## src/rtl/operand_router.sv

```systemverilog
// Sequential operand routing stage: accepts one decoded instruction, drives register
// read selects, builds ALU operands, runs the ALU handshake and issues write-back.
module operand_router #(
  parameter int w       = 8,
  parameter int sel_w   = 4,
  parameter int timeout = 16
) (
  input  logic             clk,
  input  logic             reset,
  input  logic             in_valid,
  output logic             in_ready,
  input  logic [1:0]       mode,
  input  logic [w-1:0]     i1,
  input  logic [w-1:0]     i2,
  input  logic [w-1:0]     i3,
  output logic [sel_w-1:0] x_sel,
  output logic [sel_w-1:0] y_sel,
  input  logic [w-1:0]     x,
  input  logic [w-1:0]     y,
  output logic [w-1:0]     a,
  output logic [w-1:0]     b,
  output logic             alu_start,
  input  logic             alu_done,
  input  logic [w-1:0]     result,
  output logic [w-1:0]     z,
  output logic [sel_w-1:0] z_sel,
  output logic             z_we,
  output logic             err
);

  localparam int cnt_w = $clog2(timeout + 1);
  localparam logic [cnt_w-1:0] timeout_c = cnt_w'(timeout);

  typedef enum logic [2:0] {IDLE, READ, LATCH, START, WAIT, WRITE} state_t;

  state_t           state_q, state_d;
  logic [1:0]       mode_q, mode_d;
  logic [w-1:0]     i1_q, i1_d;
  logic [w-1:0]     i2_q, i2_d;
  logic [sel_w-1:0] i3_q, i3_d;
  logic [sel_w-1:0] x_sel_q, x_sel_d;
  logic [sel_w-1:0] y_sel_q, y_sel_d;
  logic [w-1:0]     a_q, a_d;
  logic [w-1:0]     b_q, b_d;
  logic [w-1:0]     z_q, z_d;
  logic [sel_w-1:0] z_sel_q, z_sel_d;
  logic [cnt_w-1:0] cnt_q, cnt_d;
  logic             abort_q, abort_d;

  // Only the select-sized low bits of the destination field are meaningful.
  logic unused_i3_hi;
  assign unused_i3_hi = ^i3[w-1:sel_w];

  always_ff @(posedge clk) begin
    if (reset) begin
      state_q <= IDLE;
      mode_q  <= '0;
      i1_q    <= '0;
      i2_q    <= '0;
      i3_q    <= '0;
      x_sel_q <= '0;
      y_sel_q <= '0;
      a_q     <= '0;
      b_q     <= '0;
      z_q     <= '0;
      z_sel_q <= '0;
      cnt_q   <= '0;
      abort_q <= 1'b0;
    end else begin
      state_q <= state_d;
      mode_q  <= mode_d;
      i1_q    <= i1_d;
      i2_q    <= i2_d;
      i3_q    <= i3_d;
      x_sel_q <= x_sel_d;
      y_sel_q <= y_sel_d;
      a_q     <= a_d;
      b_q     <= b_d;
      z_q     <= z_d;
      z_sel_q <= z_sel_d;
      cnt_q   <= cnt_d;
      abort_q <= abort_d;
    end
  end

  always_comb begin
    state_d = state_q;
    mode_d  = mode_q;
    i1_d    = i1_q;
    i2_d    = i2_q;
    i3_d    = i3_q;
    x_sel_d = x_sel_q;
    y_sel_d = y_sel_q;
    a_d     = a_q;
    b_d     = b_q;
    z_d     = z_q;
    z_sel_d = z_sel_q;
    cnt_d   = cnt_q;
    abort_d = abort_q;
    unique case (state_q)
      IDLE: begin
        if (in_valid) begin
          mode_d  = mode;
          i1_d    = i1;
          i2_d    = i2;
          i3_d    = i3[sel_w-1:0];
          // Selects go out at accept so register data arrives during LATCH.
          x_sel_d = i1[sel_w-1:0];
          y_sel_d = i2[sel_w-1:0];
          state_d = READ;
        end
      end
      READ: state_d = LATCH;
      LATCH: begin
        unique case (mode_q)
          2'b01: begin
            a_d = x;
            b_d = i2_q;
          end
          2'b10: begin
            a_d = i1_q;
            b_d = '0;
          end
          default: begin
            a_d = x;
            b_d = y;
          end
        endcase
        cnt_d   = cnt_w'(1);
        state_d = START;
      end
      START, WAIT: begin
        // A done arriving on the final counted cycle still wins over the abort.
        if (alu_done) begin
          if (mode_q != 2'b11) begin
            z_d     = result;
            z_sel_d = i3_q;
            state_d = WRITE;
          end else begin
            state_d = IDLE;
          end
        end else if (cnt_q == timeout_c) begin
          abort_d = 1'b1;
          state_d = WRITE;
        end else begin
          cnt_d   = cnt_q + 1'b1;
          state_d = WAIT;
        end
      end
      WRITE: begin
        abort_d = 1'b0;
        state_d = IDLE;
      end
      default: state_d = IDLE;
    endcase
  end

  // The WRITE cycle doubles as the abort cycle, distinguished by abort_q.
  always_comb begin
    in_ready  = (state_q == IDLE) && !reset;
    alu_start = (state_q == START);
    z_we      = (state_q == WRITE) && !abort_q;
    err       = (state_q == WRITE) && abort_q;
    x_sel     = x_sel_q;
    y_sel     = y_sel_q;
    a         = a_q;
    b         = b_q;
    z         = z_q;
    z_sel     = z_sel_q;
  end

endmodule

```

## config.mk

```make
export PLATFORM = sky130hd
export DESIGN_NAME = operand_router
export DESIGN_NICKNAME = d
export VERILOG_FILES = /design/src/rtl/operand_router.sv
export SDC_FILE = /design/constraint.sdc
export NUM_CORES = 1
export LEC_CHECK = 0
export ABC_AREA = 1
export CAP_MARGIN = 40
export CORE_UTILIZATION = 47
export CTS_BUF_LIST = sky130_fd_sc_hd__clkbuf_16
export CTS_CLUSTER_SIZE = 25
export DETAILED_ROUTE_END_ITERATION = 16
export GPL_TIMING_DRIVEN = 0
export PLACE_DENSITY = 0.84
export SYNTH_ARGS = -nofsm -noshare
export SYNTH_HDL_FRONTEND = slang
export SYNTH_SLANG_ARGS = --single-unit
```

## constraint.sdc

```tcl
create_clock -name clk -period 3.5 [get_ports clk]
set_input_delay 0.7 -clock clk [delete_from_list [all_inputs] [get_ports clk]]
set_output_delay 0.7 -clock clk [all_outputs]
set_load 0.05 [all_outputs]
```

==> qor.csv <==
stage,metric,value,unit
sta,setup_viol,0,
worst_hold_path,hp-class,reg -> reg,
cts,root_buffer,clkbuf_16,
logic_synthesis,synth-compound-area-share,19.2,%
detailed_routing,routed_wl,6.62,mm
worst_hold_path,min_from,i2_q[7],
critical_path,critPathRequiredTime,2.80,ns
critical_path,timing.rr.end,b[6],
logic_synthesis,synth_top_family_by_area,compound AO/OA/AOI/OAI gates,
cts,htree_levels,3,
floorplanning,rows,26,
worst_hold_path,hold-path-endpoint,i2_q[7],
pwr,seq_power_share,35.0,%
logic_synthesis,synth_top_area_share,46.7,%
finish,drive_gt1_share,7.87,%
logic_synthesis,yosys.area_share.simple,16.8,%
cts,clkTransAtPathRegs,0.05,ns
logic_synthesis,netlist_instances,327,
cts,cts.hold.buffers_added,0,
floorplanning,chipHeight,75.4,um
logic_synthesis,synth_area,2530,um2
pwr,power_density,593,nW/um2
logic_synthesis,synth.distinct_cells,22,
critical_path,endpoint_kind,output pin,
detailed_routing,drc,0,
floorplanning,dieWidth,75.4,um
worst_hold_path,worstHoldPathCells,2,
pwr,p_sw_share,30.4,%
critical_path,worst-r2r-cell-count,7,
global_route,grt_pass1_vias,2329,
sta,period_minus_slack,3.22,ns
global_route,grt.met1_usage,26.2,%
logic_synthesis,yosysMostFrequentCell,dfxtp_1,
logic_synthesis,synth.largest_area_cell,dfxtp_1,
placed_design,gp_congestion,0.799,
cts,clock_latency,0.32,ns
logic_synthesis,ys_warn_count,0,
sta,tns,0,ns
detailed_routing,ant_nets,0,
sta,drv_slew,0,
critical_path,cp_max_fo,10,
sta,finalClockSkew,0.00706,ns
cts,cts_made_buffers,9,
floorplanning,dieArea,5680,um2
cts,clock_path_buffers,2,
sta,finalCritPeriodShare,91.9,%
logic_synthesis,ys_seq_area_share,46.7,%
global_route,grt.busiest_layer,met2,
logic_synthesis,synth_nets,386,
critical_path,startpoint,reset,
critical_path,path_class,in -> out,
logic_synthesis,synth_common_cells,"dfxtp_1 (59), o21ai_0 (44), a21oi_1 (41)",
finish,fillers,398,
finish,fin_area,3820,um2
sta,slew_headroom,57.7,%
logic_synthesis,yosys.area_share.adder,2.47,%
global_route,grt_max_degree,11,
pwr,clockPowerShare,39.6,%
sta,fmax,311,MHz
critical_path,r2r-start,mode_q[0],
cts,clock-sinks,59,
global_route,track_usage,24.2,%
floorplanning,pin_count,94,
logic_synthesis,avgSynthCellArea,7.73,um2
sta,finalHoldViolations,0,
flow_run,drv_cap,0,
floorplanning,initial_core_util,49.2,%
detailed_routing,vias,2568,
logic_synthesis,synthMuxAreaShare,3.17,%
sta,worst_pin_slew,0.635,ns
logic_synthesis,synth-edff-count,0,
sta,hold_ws,0.446,ns
detailed_routing,drt_iter0_drc,103,
finish,antenna_cells,0,
placed_design,pre_cts_slack,0.273,ns
finish,fin_nets,486,
global_route,gr-usage-met3,8.07,%
placed_design,io_buffers,89,
cts,tritoncts,built,
logic_synthesis,async_reset_ff_share,0,%
finish,utilization,74.2,%
finish,syn2layout_area_growth,50.9,%
pwr,power_switching,0.689,mW
placed_design,hpwl,4.67,mm
global_route,antenna_found_initial,0,
sta,grt_setup_unrepaired,no,
global_route,grt_overflow,0,
cts,ctsResizeCount,0,
pwr,power_frac_comb,25.4,%
logic_synthesis,synth_area_leaders,"dfxtp_1 (47%), o21ai_0 (8.7%), a21oi_1 (8.1%)",
critical_path,crit_arrival,2.52,ns
detailed_routing,dr.pass1.iters,4,
logic_synthesis,synth-xor-area-share,0.346,%
logic_synthesis,ys_ff_latch,59,
pwr,internal-power,1.57,mW
pwr,ir_drop,433,uV
cts,post-cts-setup-buffers,0,
detailed_routing,wl_per_cell,13.2,um
global_route,grt_pass1_wl,10.2,mm
global_route,use_met2,41.7,%
placed_design,place_area,3510,um2
pwr,power_leakage,1.45,nW
logic_synthesis,synth-main-ff-cell,dfxtp_1,
critical_path,reg2reg_slack,1.83,ns
status,status,"complete, no violations",
critical_path,crit_path_start_kind,input pin,
sta,layout_setup_ws,0.282,ns
detailed_routing,vias_per_cell,5.12,
floorplanning,core,5140,um2
[cells in the final DEF (no fill, tap or decap), drive strengths merged]
cell	synthesis	layout
buf	17	17
mux2i	8	8
nand3	38	38
o21ai	56	56
clkbuf	9	18
xnor2	1	1
nand4	2	2
nand2	36	36
nor2	15	15
dfxtp	59	59
clkdlybuf4s50	0	89
inv	37	38
ha	5	5
clkinvlp	0	1
a21oi	41	41
bufinv	0	2
clkinv	0	3
nor3	3	3
[layout make-up]
type / instances / area (um2) / share of cell area, %
multi-input combinational: 205 / 1060 / 27.8
timing repair buffer: 89 / 891 / 23.3
tap: 70 / 87.6 / 2.30
clock buffer: 9 / 225 / 5.90
sequential: 59 / 1180 / 31.0
inverter: 37 / 141 / 3.70
clock inverter: 7 / 83.8 / 2.20
buffer: 26 / 145 / 3.80
[power by group through the flow]
| stage | Combinational (mW) | Clock (mW) | Sequential [mW] |
|---|---|---|---|
| 3_5_place_dp | 0.568 | 0 | 0.803 |
| 6_report | 0.575 | 0.896 | 0.793 |
| 4_1_cts | 0.575 | 0.906 | 0.791 |
| 3_3_place_gp | 0.555 | 0 | 0.800 |
| 5_1_grt | 0.623 | 0.940 | 0.799 |
| 2_1_floorplan | 0.292 | 0 | 0.875 |
[layer usage]
| layer | up-vias | part of all wire, % | routed length (um) |
|---|---|---|---|
| li1 | 1291 | - | - |
| met3 | 16 | 7.8 | 515 |
| met5 | - | 0 | 0 |
| met4 | 0 | 2.7 | 176 |
| met1 | 1169 | 40 | 2670 |
| met2 | 92 | 49 | 3260 |
[sequential cells by signal (all words and copies together) (netlist names)]
register / flops
a: 8
abort_q: 1
b: 8
cnt_q: 5
i1_q: 8
i2_q: 8
i3_q: 4
mode_q: 2
state_q: 3
z: 8
z_sel: 4
[worst max-delay path by stage]
stage                     endpoint  slack, ns
final                     in_ready       0.28
after global routing      in_ready       0.22
after CTS                 in_ready       0.25
after detailed placement  in_ready       0.27
after global placement    in_ready       0.29
after floorplan           in_ready       1.25
[worst max-delay path, stage by stage]
cell and delay, ns:
clkdlybuf4s50_1 0.54, buf_1 0.43, nor2_1 0.12, clkdlybuf4s50_1 0.72
[stage by stage]
step / power [mW] / instances
6_report: 2.26 / 502
5_1_grt: 2.36 / 502
4_1_cts: 2.27 / 502
3_5_place_dp: 1.37 / 486
3_3_place_gp: 1.36 / 486
2_1_floorplan: 1.17 / 327
[kinds of logic after synthesis]
| family | Yosys count |
|---|---|
| AOI/OAI and AO/OA | 97 |
| xor gates and xnor gates | 1 |
| adders and majority gates | 5 |
| buffers and inverters | 63 |
| DFF | 59 |
| muxes | 8 |
| and+or+nand+nor | 94 |
Note: power is estimated with default switching activity, not from simulation.
